**src/rtl/trivium_decryptor.sv**
```systemverilog
// Byte-stream Trivium decryptor: 1152-round warm-up, then 8 keystream bits per accepted byte.
// Optional TRIVIUM_DEC_KS_OUT_EN exposes the keystream byte used for out_data on ks_data.
module trivium_decryptor (
  input  logic        clk,
  input  logic        rst,
  input  logic        start,
  input  logic [79:0] key,
  input  logic [79:0] iv,
  output logic        busy,
  input  logic        in_valid,
  output logic        in_ready,
  input  logic [7:0]  in_data,
  output logic        out_valid,
  input  logic        out_ready,
  output logic [7:0]  out_data
`ifdef TRIVIUM_DEC_KS_OUT_EN
  , output logic [7:0] ks_data
`endif
);

  typedef enum logic [2:0] {IDLE, INIT, WAIT, GEN, OUT} state_t;

  state_t       state;
  logic [287:0] s;         // s[i-1] holds Trivium bit s(i)
  logic [287:0] s_next;
  logic [10:0]  cnt;
  logic [7:0]   byte_q;
  logic [7:0]   acc;
  logic         t1, t2, t3, z, t1n, t2n, t3n;
  logic [7:0]   ks_full;

  function automatic logic [287:0] load_state(input logic [79:0] k, input logic [79:0] v);
    logic [287:0] r;
    r = '0;
    for (int i = 0; i < 80; i++) begin
      r[i]      = k[79-i];
      r[93 + i] = v[79-i];
    end
    r[287:285] = 3'b111;
    return r;
  endfunction

  always_comb begin
    t1  = s[65]  ^ s[92];
    t2  = s[161] ^ s[176];
    t3  = s[242] ^ s[287];
    z   = t1 ^ t2 ^ t3;
    t1n = t1 ^ (s[90]  & s[91])  ^ s[170];
    t2n = t2 ^ (s[174] & s[175]) ^ s[263];
    t3n = t3 ^ (s[285] & s[286]) ^ s[68];
    s_next  = {s[286:177], t2n, s[175:93], t1n, s[91:0], t3n};
    ks_full = {z, acc[7:1]};
  end

  always_ff @(posedge clk or posedge rst) begin
    if (rst) begin
      state     <= IDLE;
      s         <= '0;
      cnt       <= '0;
      byte_q    <= '0;
      acc       <= '0;
      busy      <= 1'b0;
      in_ready  <= 1'b0;
      out_valid <= 1'b0;
      out_data  <= '0;
`ifdef TRIVIUM_DEC_KS_OUT_EN
      ks_data   <= '0;
`endif
    end else if (start) begin
      // start overrides any handshake; any held byte is abandoned
      state     <= INIT;
      s         <= load_state(key, iv);
      cnt       <= '0;
      busy      <= 1'b1;
      in_ready  <= 1'b0;
      out_valid <= 1'b0;
    end else begin
      case (state)
        INIT: begin
          s   <= s_next;
          cnt <= cnt + 11'd1;
          if (cnt == 11'd1151) begin
            state    <= WAIT;
            cnt      <= '0;
            busy     <= 1'b0;
            in_ready <= 1'b1;
          end
        end
        WAIT: begin
          if (in_valid) begin
            byte_q   <= in_data;
            in_ready <= 1'b0;
            cnt      <= '0;
            state    <= GEN;
          end
        end
        GEN: begin
          s   <= s_next;
          acc <= ks_full;
          cnt <= cnt + 11'd1;
          if (cnt == 11'd7) begin
            out_data  <= byte_q ^ ks_full;
`ifdef TRIVIUM_DEC_KS_OUT_EN
            ks_data   <= ks_full;
`endif
            out_valid <= 1'b1;
            cnt       <= '0;
            state     <= OUT;
          end
        end
        OUT: begin
          if (out_ready) begin
            out_valid <= 1'b0;
            in_ready  <= 1'b1;
            state     <= WAIT;
          end
        end
        default: ;
      endcase
    end
  end

endmodule

```
**config.mk**
```make
export PLATFORM = sky130hd
export DESIGN_NAME = trivium_decryptor
export DESIGN_NICKNAME = d
export VERILOG_FILES = /design/src/rtl/trivium_decryptor.sv
export SDC_FILE = /design/constraint.sdc
export NUM_CORES = 1
export LEC_CHECK = 0
export BUFFER_PORTS_ARGS = -buffer_cell sky130_fd_sc_hd__buf_2
export CORE_UTILIZATION = 62
export CTS_CLUSTER_SIZE = 20
export DETAILED_ROUTE_END_ITERATION = 10
export PLACE_DENSITY = 0.85
export SYNTH_ARGS = -nofsm -noshare
export SYNTH_HDL_FRONTEND = slang
export SYNTH_SLANG_ARGS = --single-unit
```
**constraint.sdc**
```tcl
create_clock -name clk -period 20.3 [get_ports clk]
set_input_delay 2.03 -clock clk [delete_from_list [all_inputs] [get_ports clk]]
set_output_delay 2.03 -clock clk [all_outputs]
set_load 0.01 [all_outputs]
```
---- After elaboration in Yosys (flattened, before gate mapping) ----
Cells that the tools add are included.
cells by class
  add/subtract/negate cells ............... 1
  equality and inequality tests ........... 10
  multiplexer cells ....................... 25
  bitwise logic cells ..................... 16
  reduce and logical (&&, ||, !) cells .... 16
operators by type and width
  kind                     count
  $mux W288                2
  $mux W11                 4
  $pmux W11 S3             1
  $mux W3                  5
  $ne A3 B3 Y1 const B     4
  $pmux W3 S4              1
  $add A11 B1 Y11 const B  1
  $eq A11 B11 Y1 const B   1
  $eq A11 B3 Y1 const B    1
  $xor A1 B1 Y1            11
  $mux W1                  10
  $reduce_and A3 Y1        3
  $reduce_bool A4 Y1       2
  $xor A8 B8 Y8            1
  $eq A3 B2 Y1 const B     2
  $reduce_and A2 Y1        3
  $reduce_bool A2 Y1       3
  $reduce_and A5 Y1        1
  $reduce_bool A5 Y1       1
  $reduce_and A4 Y1        1
  $and A1 B1 Y1            3
  $eq A3 B1 Y1 const B     1
  $eq A3 B3 Y1 const B     1
  $pmux W1 S3              1
  4 further kinds          4
word-level totals
  flip-flop bits (word level) ............. 329
  bits of input ports ..................... 173
  output and inout bits ................... 11

---- Logic depth before layout (Yosys ltp) ----
Gate-level depths: netlist of run 1.
  depth in word-level cells ............... 5
  depth in mapped cells ................... 8
  mapped depth without buffers ............ 6

---- Least setup slack after synthesis of run 1 ----
No wires, ideal clock.
  path type ............................... input port to flip-flop
  start ................................... in start
  end ..................................... reg out_data[7]
  data arrival time ....................... 3.139 ns
  data required time ...................... 20.176 ns
  path slack .............................. 17.037 ns
  cell stages on the path ................. 5
  path through ............................ clkbuf_1 -> nor3_2 -> nand2_2 -> and2_0 -> a211o_1
on the way
  cells in the longest elaborated chain, start to end .. 2
RTL lines
  element                      line  text
  start, declared              6     input logic start,
  $not A1 Y1 (no line)         n/a
  $reduce_and A3 Y1 (no line)  n/a
  end signal, assigned         102   out_data <= byte_q ^ ks_full;
  end, declared                15    output logic [7:0] out_data
No other way between the ends.
A chain may end at the register's enable or synchronous reset.

---- Worst setup path after layout of run 1 ----
  start ................................... in start
  end ..................................... reg byte_q[1]
on the way
  cells in the longest elaborated chain, start to end .. 2
RTL lines
  element                      line  text
  $not A1 Y1 (no line)         n/a
  $reduce_and A3 Y1 (no line)  n/a
  end signal, assigned         91    byte_q <= in_data;
  end, declared                27    logic [7:0] byte_q;
No other way between the ends.

==> results of run 1 <==
through the flow:
| step | setup slack (ns) | cells | hold WS (ns) |
|---|---|---|---|
| 6_report | 16.44 | 1888 | 0.4803 |
| 5_1_grt | 16.06 | 1888 | 0.4991 |
| 4_1_cts | 16.29 | 1886 | 0.4842 |
| 3_5_place_dp | 15.78 | 1826 | 0.4700 |
| 3_3_place_gp | 15.80 | 1826 | 0.4611 |
| 2_1_floorplan | 9.187 | 1453 | 0.4641 |
layout make-up:
class / instances / area share (%)
repair buffers: 190 / 6.124
clock inverters: 11 / 1.008
inverters: 3 / 0.1145
flip-flops and latches: 328 / 50.09
clock buffers: 49 / 6.155
diodes: 2 / 0.03054
multi-input cells: 1020 / 34.30
well taps: 285 / 2.176
kinds of logic (layout without fill, tap and decap cells):
logic type | after synthesis | after routing | share of synthesized area, %
AO/OA/AOI/OAI | 328 | 328 | 12.09
XOR/XNOR | 18 | 18 | 1.106
adder cells (fa/ha/maj) | 1 | 1 | 0.08774
buffers and inverters | 105 | 253 | 3.063
flip-flops | 328 | 328 | 57.57
multiplexers | 168 | 168 | 11.86
other | 0 | 2 | 0
AND/OR/NAND/NOR | 505 | 505 | 14.22
state kept, by name (all words and copies together), names as in the netlist, 3 cells and up:
name / count
s: 288
cnt: 11
byte_q: 8
out_data: 8
acc: 7
state: 3
power breakdown:
group | internal (W) | switching, W | total, W
clock | 0.000397 | 0.000250 | 0.000647
combinational | 0.000224 | 0.000327 | 0.000551
sequential | 0.000761 | 0.0000760 | 0.000837
total | 0.00138 | 0.000653 | 0.00203
routing by layer:
metal | GRT usage (%) | routed length (um) | up-vias
li1 | - | - | 5153
met1 | 35.06 | 12780 | 5194
met2 | 43.38 | 14940 | 290
met3 | 4.989 | 1465 | 63
met4 | 8.667 | 738 | 0
met5 | 0 | 0 | -
worst max-delay path, cell delays in order:
cell     delay [ns]
buf_8          0.61
buf_12         0.67
nor2_1         0.11
nand3_1        0.35
mux2_2         0.40
worst paths after layout:
path                                         start                       to  slack (ns)  cells after the start
setup / recovery                             start    byte_q[1]$_DFFE_PP0P_       16.44                      5
setup reg to reg              state[2]$_DFFE_PP0P_       s[142]$_DFFE_PP0P_       17.39                      4
min in group asynchronous                      rst       s[110]$_DFFE_PP0P_        1.68                      2
hold / removal             out_data[1]$_DFFE_PP0P_  out_data[1]$_DFFE_PP0P_        0.48                      2
max in group asynchronous                      rst       s[249]$_DFFE_PP0P_       17.05                      3
hold reg to reg            out_data[1]$_DFFE_PP0P_  out_data[1]$_DFFE_PP0P_        0.48                      2
layout by cell type, fill, tap and decap left out, drive strengths merged, types with 2 or more instances in the layout:
cell type and n:
nor2b 4, o22ai 2, and3 2, mux2i 160, a21o 3, nand2 457, nor4 3, buf 190
o21ai 176, dfrtp 328, a211oi 2, nand3b 3, nand2b 4, xnor2 18, or3 4, nor3 7
a211o 2, bufinv 4, clkinv 5, nand3 7, inv 4, a22o 4, nor2 10, mux2 8
o311ai 3, a21oi 127, clkbuf 49, diode 2
==> results.json, run 1 <==
{
  "initial_core_util_pct": 63.17,
  "power_density_nw_per_um2": 124.2,
  "grt_pass1_vias": 10800,
  "critPathArrivalTime_ns": 4.24,
  "rows": 55,
  "ff_latch_area_um2": 8208,
  "syn_nets": 1627,
  "globalRouteOverflowTotal": 0,
  "postPlaceCellArea_um2": 15210,
  "seq_area_frac_synth_pct": 57.57,
  "dieArea_um2": 23610,
  "dp.final_hpwl_um": 17510,
  "routed-via-count": 10700,
  "status": "complete, no violations",
  "start_kind": "primary input",
  "synth.top_cell.area_share_pct": 57.57,
  "core_um2": 22570,
  "drt_first_pass_iters": 5,
  "max_freq_mhz": 259.2,
  "post_cts_buffers": 0,
  "fin_crit_sh_pct": 19.01,
  "final_nets": 1751,
  "yosys_warnings": 0,
  "num-fill-cells": 1582,
  "hold_viol": 0,
  "grt_pass1_wl_um": 51000,
  "p_total_w": 0.002035,
  "post_drt_wl_per_cell_um": 15.85,
  "drive_above_1_share_pct": 16.49,
  "gp_congestion": 0.8045,
  "ir_drop_mv": 0.09279,
  "crit_required_ns": 20.68,
  "criticalPathCategory": "primary input to flop",
  "stdcell_area_um2": 16390,
  "grt_usage_pct": 26.20,
  "cts_tree": "yes",
  "cts-resized-gates": 0,
  "slew_headroom_pct": 20.08,
  "drt_iter0_drc": 920,
  "setup-violations-final": 0,
  "antenna_found_initial": 2,
  "ys_top_cells_by_area": "dfrtp_1 (58%), nand2_1 (12%), mux2i_1 (11%), o21ai_0 (5.8%), a21oi_1 (4.5%)",
  "synth_seq_cells": 328,
  "clkLatencyLatePin_ns": 0.51,
  "avgSynthCellArea_um2": 9.812,
  "routed_wl_um": 29920,
  "clockBufferDepth": 3,
  "cts_sinks": 328,
  "yosys.cell_count.top_type": "nand2_1",
  "syn_inst": 1453,
  "ctsHtreeMaxLevel": 2,
  "multi_input_area_um2": 5620,
  "drv_cap": 0,
  "rsz0062_at_grt": "false",
  "dieHeight_um": 153.6,
  "cts_buffers": 34,
  "synth-main-ff-cell": "dfrtp_1",
  "synth.distinct_cells": 49,
  "p_leak_nw": 7.726,
  "drc": 0,
  "layout_min_cycle_time_ns": 3.858,
  "yosys-top-cells-count": "nand2_1 (456), dfrtp_1 (328), o21ai_0 (164)",
  "die_w_um": 153.6,
  "via_per_inst": 5.667,
  "postCtsHoldBufs": 0,
  "io_pins": 184,
  "syn_area_um2": 14260,
  "final_util_pct": 72.59,
  "path_clk_slew_ns": 0.06,
  "synth_area_leader_cell": "dfrtp_1",
  "antenna_left": 0,
  "worst_pin_slew_ns": 1.199,
  "port_buffers": 183,
  "clock_tree.root_cell": "clkbuf_16",
  "grt_max_degree": 278,
  "area_growth_syn_to_layout_pct": 14.93,
  "hold_class": "flop to flop",
  "cp_max_fo": 277,
  "synth_edf_count": 0,
  "finClkSkew_ns": 0.01678,
  "end_kind": "flop",
  "finalMaxSlewViolations": 0,
  "fin_tns_setup_ns": 0,
  "async_flop_share_pct": 100.0
}
(Power assumes the default switching activity.)
==> run 2: changes to the inputs <==
CORE_UTILIZATION = 52   (was 62)
PLACE_DENSITY = 0.76   (was 0.85)
clock period = 3.5 ns   (was 20.3 ns; I/O delays follow)
==> run 2 against run 1 <==
  * Clock power grew to 6.5 times the previous value
  * Global-route usage is 5.3 points lower
  * Via count is 2.6% lower
  * Count of clock-buffer cells in the layout is 1 higher
  * Register-to-register slack worse by 16 ns
==> results.json, run 2 (synthesized netlist as in run 1, its figures left out) <==
{
  "slowest_stage": "dfrtp_1",
  "grt_pass1_wl_um": 48870,
  "routed-via-count": 10430,
  "finClkSkew_ns": 0.02360,
  "cts_buffers": 35,
  "ir_drop_mv": 0.5139,
  "end_kind": "flop",
  "dp_cells": 1893,
  "dieArea_um2": 28080,
  "final_nets": 1763,
  "dieHeight_um": 167.6,
  "cp_cell_sequence": "nand2b_4 > or3_1 > o32ai_1 > nand2_1 > o311ai_1",
  "rows": 60,
  "start_kind": "flop",
  "setup-violations-final": 0,
  "drv_cap": 0,
  "fin_crit_sh_pct": 65.96,
  "die_w_um": 167.6,
  "mostFrequentLayoutCells": "nand2_1 (456), dfrtp_1 (328), buf_2 (182), o21ai_0 (164), mux2i_1 (160)",
  "layout_commonest_cell": "nand2_1",
  "criticalPathCategory": "flop to flop",
  "antenna_left": 0,
  "ctsHtreeMaxLevel": 2,
  "grt_pass1_vias": 10100,
  "postPlaceCellArea_um2": 15440,
  "status": "complete, no violations",
  "critPathArrivalTime_ns": 2.72,
  "drive_above_1_share_pct": 17.51,
  "largest_register": "s",
  "worst_pin_slew_ns": 1.087,
  "via_per_inst": 5.325,
  "area_growth_syn_to_layout_pct": 17.71,
  "crit_required_ns": 3.91,
  "clockBufferDepth": 3,
  "io_pins": 184,
  "cts_tree": "yes",
  "antenna_found_initial": 4,
  "max_stage_delay_ns": 0.58,
  "finalMaxSlewViolations": 0,
  "cts_sinks": 328,
  "rsz0062_at_grt": "false",
  "initial_core_util_pct": 52.90,
  "drt_iter0_drc": 780,
  "hold_class": "primary input to flop",
  "globalRouteOverflowTotal": 0,
  "clkLatencyLatePin_ns": 0.52,
  "top_regs": "s x288, cnt x11",
  "drc": 0,
  "cp_max_fo": 14,
  "holdPathStages": 3,
  "post_cts_buffers": 0,
  "post_drt_wl_per_cell_um": 14.54,
  "gp_congestion": 0.8466,
  "path_clk_slew_ns": 0.06,
  "max_freq_mhz": 433.1,
  "core_um2": 26950,
  "clock_tree.root_cell": "clkbuf_16",
  "drt_first_pass_iters": 5,
  "grt_usage_pct": 20.93,
  "r2r_setup_slack_ns": 1.19,
  "finalNonFillerCells": 1958,
  "routed_wl_um": 28480,
  "cts-resized-gates": 0,
  "layout_min_cycle_time_ns": 2.309,
  "largest_reg_flops": 288,
  "postCtsHoldBufs": 0,
  "grt_max_degree": 266,
  "stdcell_area_um2": 16780,
  "power_density_nw_per_um2": 730.5,
  "slew_headroom_pct": 27.51,
  "hold_viol": 0,
  "port_buffers": 183,
  "r2r_cells": 5,
  "p_leak_nw": 7.886,
  "p_total_w": 0.01226,
  "dp.final_hpwl_um": 18020
}
-- run 2: final cells by class --
class	instances	area (um2)
flip-flops and latches	328	8208
clock buffers	50	1074
clock inverters	14	262.8
fillers	2116	10170
well taps	341	426.7
diodes	1	2.502
inverters	3	15.01
multi-input cells	1020	5620
repair buffers	201	1174
-- run 2: power by group --
group | total (W) | switching (W) | internal [W]
combinational | 0.00324 | 0.00187 | 0.00137
clock | 0.00418 | 0.00152 | 0.00266
sequential | 0.00485 | 0.000433 | 0.00441
-- run 2: path summary, 6_finish.rpt --
path	start	endpoint
hold reg to reg	out_data[5]$_DFFE_PP0P_	out_data[5]$_DFFE_PP0P_
hold / removal	iv[4]	s[168]$_DFFE_PP0P_
min in group asynchronous	rst	acc[5]$_DFFE_PP0P_
max in group asynchronous	rst	s[34]$_DFFE_PP0P_
setup reg to reg	state[0]$_DFFE_PP0P_	cnt[8]$_DFFE_PP0P_
setup / recovery	state[0]$_DFFE_PP0P_	cnt[8]$_DFFE_PP0P_
-- run 2: metrics by stage --
step           utilization [%]  worst slack [ns]  TNS (ns)  hold WS, ns
6_report                 62.27             1.191         0      0.03649
2_1_floorplan                -            -1.229   -403.01       0.4641
3_5_place_dp             57.30             1.174         0       0.4757
4_1_cts                  62.26             1.166         0      0.01872
3_3_place_gp             57.30             1.342         0       0.4716
5_1_grt                  62.26            0.9328         0      0.03769
-- run 2: per-layer routing --
metal | part of all wire [%] | global-route usage, %
met4 | 1.8 | 6.023
met2 | 48 | 33.39
met5 | 0.095 | 0
met3 | 4.9 | 4.160
met1 | 45 | 29.17
-- run 2: worst max-delay path, delay by kind of cell, from the launching register on --
kind,cells,cell delay [ns]
AO/OA/AOI/OAI,2,0.67
flip-flops,1,0.58
AND/OR/NAND/NOR,3,0.95
==> run 3: changes to the inputs <==
clock period = 1.9 ns   (was 3.5 ns; I/O delays follow)
==> run 3 against run 2 <==
  * The run now ends with negative setup slack left
  * First-iteration DRC count down 2.8%
  * Global-route usage rose by 4.1 points
  * Clock power is 54% higher
  * Setup slack got worse by 1.2 ns
  * Final cell count grew 9.6%
  * Sequential power increased by 83%
  * Wire length is 21% higher
  * Clock skew fell by 0.0097 ns
  * Critical endpoint is now cnt[9]$_DFFE_PP0P_
  * Largest power group unchanged
  * Highest routed layer is now met4
==> results.json, run 3 (synthesized netlist as in run 1, its figures left out) <==
{
  "violations": "negative setup slack",
  "grt_pass1_vias": 11910,
  "grt_usage_pct": 25.06,
  "drv_cap": 0,
  "cts_buffers": 35,
  "finalMaxSlewViolations": 0,
  "cts_tree": "yes",
  "status": "complete, but fails checks",
  "largest_reg_flops": 288,
  "drive_above_1_share_pct": 16.54,
  "p_total_w": 0.02204,
  "use_met3_pct": 4.302,
  "dp.final_hpwl_um": 18130,
  "cp_cell_sequence": "ha_1 > nand4_1 > nor4_4 > o32ai_2 > nand2_2 > o311ai_1",
  "grt_pass1_wl_um": 57460,
  "layout_commonest_cell": "nand2_1",
  "rsz0062_at_grt": "true",
  "grt_most_used_layer": "met2",
  "via_per_inst": 5.393,
  "max_stage_delay_ns": 0.40,
  "dieArea_um2": 28080,
  "slowest_stage": "dfrtp_1",
  "largest_register": "s",
  "dieHeight_um": 167.6,
  "ctsHtreeMaxLevel": 2,
  "hold_viol": 0,
  "fin_crit_sh_pct": 101.7,
  "ir_drop_mv": 1.045,
  "grtUsageMet1_pct": 30.71,
  "gp_congestion": 0.8075,
  "area_growth_syn_to_layout_pct": 29.58,
  "drt_first_pass_iters": 5,
  "post_cts_buffers": 0,
  "initial_core_util_pct": 52.90,
  "clock_tree.root_cell": "clkbuf_16",
  "globalRouteOverflowTotal": 0,
  "drc": 0,
  "port_buffers": 183,
  "hold_class": "primary input to flop",
  "finClkSkew_ns": 0.01389,
  "fin_ws_ns": -0.03251,
  "routed_wl_um": 34510,
  "grt_max_degree": 194,
  "grt_use_met2_pct": 43.68,
  "slew_headroom_pct": 49.10,
  "io_pins": 184,
  "core_um2": 26950,
  "clockBufferDepth": 3,
  "mostFrequentLayoutCells": "nand2_1 (451), dfrtp_1 (328), buf_2 (182), dlygate4sd3_1 (170), o21ai_0 (164)",
  "power_density_nw_per_um2": 1193,
  "crit_required_ns": 2.30,
  "rows": 60,
  "criticalPathCategory": "flop to flop",
  "top_regs": "s x288, cnt x11",
  "worst_pin_slew_ns": 0.7635,
  "final_nets": 1952,
  "drt_iter0_drc": 758,
  "antenna_found_initial": 2,
  "antenna_left": 0,
  "critPathArrivalTime_ns": 2.34,
  "die_w_um": 167.6,
  "max_freq_mhz": 517.5,
  "routed-via-count": 11570,
  "start_kind": "flop",
  "layout_min_cycle_time_ns": 1.933,
  "end_kind": "flop",
  "post_drt_wl_per_cell_um": 16.09,
  "clkLatencyLatePin_ns": 0.52,
  "fin_tns_setup_ns": -0.1161,
  "p_leak_nw": 8.620,
  "setup-violations-final": 7,
  "cp_max_fo": 4,
  "path_clk_slew_ns": 0.06,
  "cts_sinks": 328
}
run 3: cell count changes in the layout (fill, tap and decap cells not counted), moves of 2 or more:
cell,before,now
bufinv_16,7,0
clkbuf_1,2,11
buf_12,9,14
clkinv_2,4,6
buf_4,9,23
nand2_1,456,451
nand2_2,1,5
dlygate4sd3_1,0,170
clkbuf_8,12,6
run 3: metal layers:
| metal | up-vias | routed length, um |
|---|---|---|
| li1 | 5535 | - |
| met1 | 5597 | 14080 |
| met2 | 333 | 17550 |
| met3 | 103 | 1655 |
| met4 | 0 | 1233 |
| met5 | - | 0 |
run 3: layout make-up:
cell class,instances,area (um2)
tap,341,426.7
clock buffer,53,1025
timing repair buffer,390,3080
inverter,3,15.01
clock inverter,8,55.05
antenna,2,5.005
sequential,328,8208
multi-input combinational,1020,5660
fill,1918,8476
run 3: final timing paths:
check,from,end,slack (ns),cells past startpoint
max in group asynchronous,rst,s[45]$_DFFE_PP0P_,0.85,4
setup reg to reg,cnt[0]$_DFFE_PP0P_,cnt[9]$_DFFE_PP0P_,-0.03,6
hold reg to reg,out_data[2]$_DFFE_PP0P_,out_data[2]$_DFFE_PP0P_,0.48,2
min in group asynchronous,rst,state[1]$_DFFE_PP0P_,0.44,4
hold / removal,out_ready,out_valid$_DFFE_PP0P_,0.17,4
setup / recovery,cnt[0]$_DFFE_PP0P_,cnt[9]$_DFFE_PP0P_,-0.03,6
run 3: worst max-delay path, delay by kind of cell (launching register included):
family | cells | cell delay, ns
AOI/OAI and AO/OA | 2 | 0.72
adders and majority gates | 1 | 0.23
DFF | 1 | 0.40
and+or+nand+nor | 3 | 0.46
run 3: what timing repair did:
| action | in CTS | in global routing |
|---|---|---|
| gates resized for setup | 3 | 11 |
| endpoints found under the hold margin | 283 | 0 |
| pin swaps | 0 | 1 |
| hold buffers | 170 | 0 |
| setup endpoints to repair | 6 | 18 |
run 3: report_power, final:
| part | leakage (nW) | total (W) | internal (W) | switching, W |
|---|---|---|---|---|
| combinational | 3.83 | 0.00669 | 0.00293 | 0.00376 |
| sequential | 4.25 | 0.00889 | 0.00813 | 0.000760 |
| clock | 0.535 | 0.00645 | 0.00373 | 0.00272 |
| total | 8.62 | 0.0220 | 0.0148 | 0.00725 |
run 3: stage by stage:
| stage | hold slack [ns] | cell area [um2] | setup WS [ns] | utilization (%) | instances |
|---|---|---|---|---|---|
| 2_1_floorplan | 0.3110 | 14260 | -2.669 | - | 1453 |
| 3_3_place_gp | 0.3937 | 15640 | -0.01913 | 58.02 | 1912 |
| 3_5_place_dp | 0.4002 | 15640 | -0.1558 | 58.02 | 1912 |
| 4_1_cts | 0.1419 | 18440 | -0.01382 | 68.41 | 2143 |
| 5_1_grt | 0.2153 | 18480 | -0.1217 | 68.55 | 2145 |
| 6_report | 0.1721 | 18480 | -0.03251 | 68.55 | 2145 |
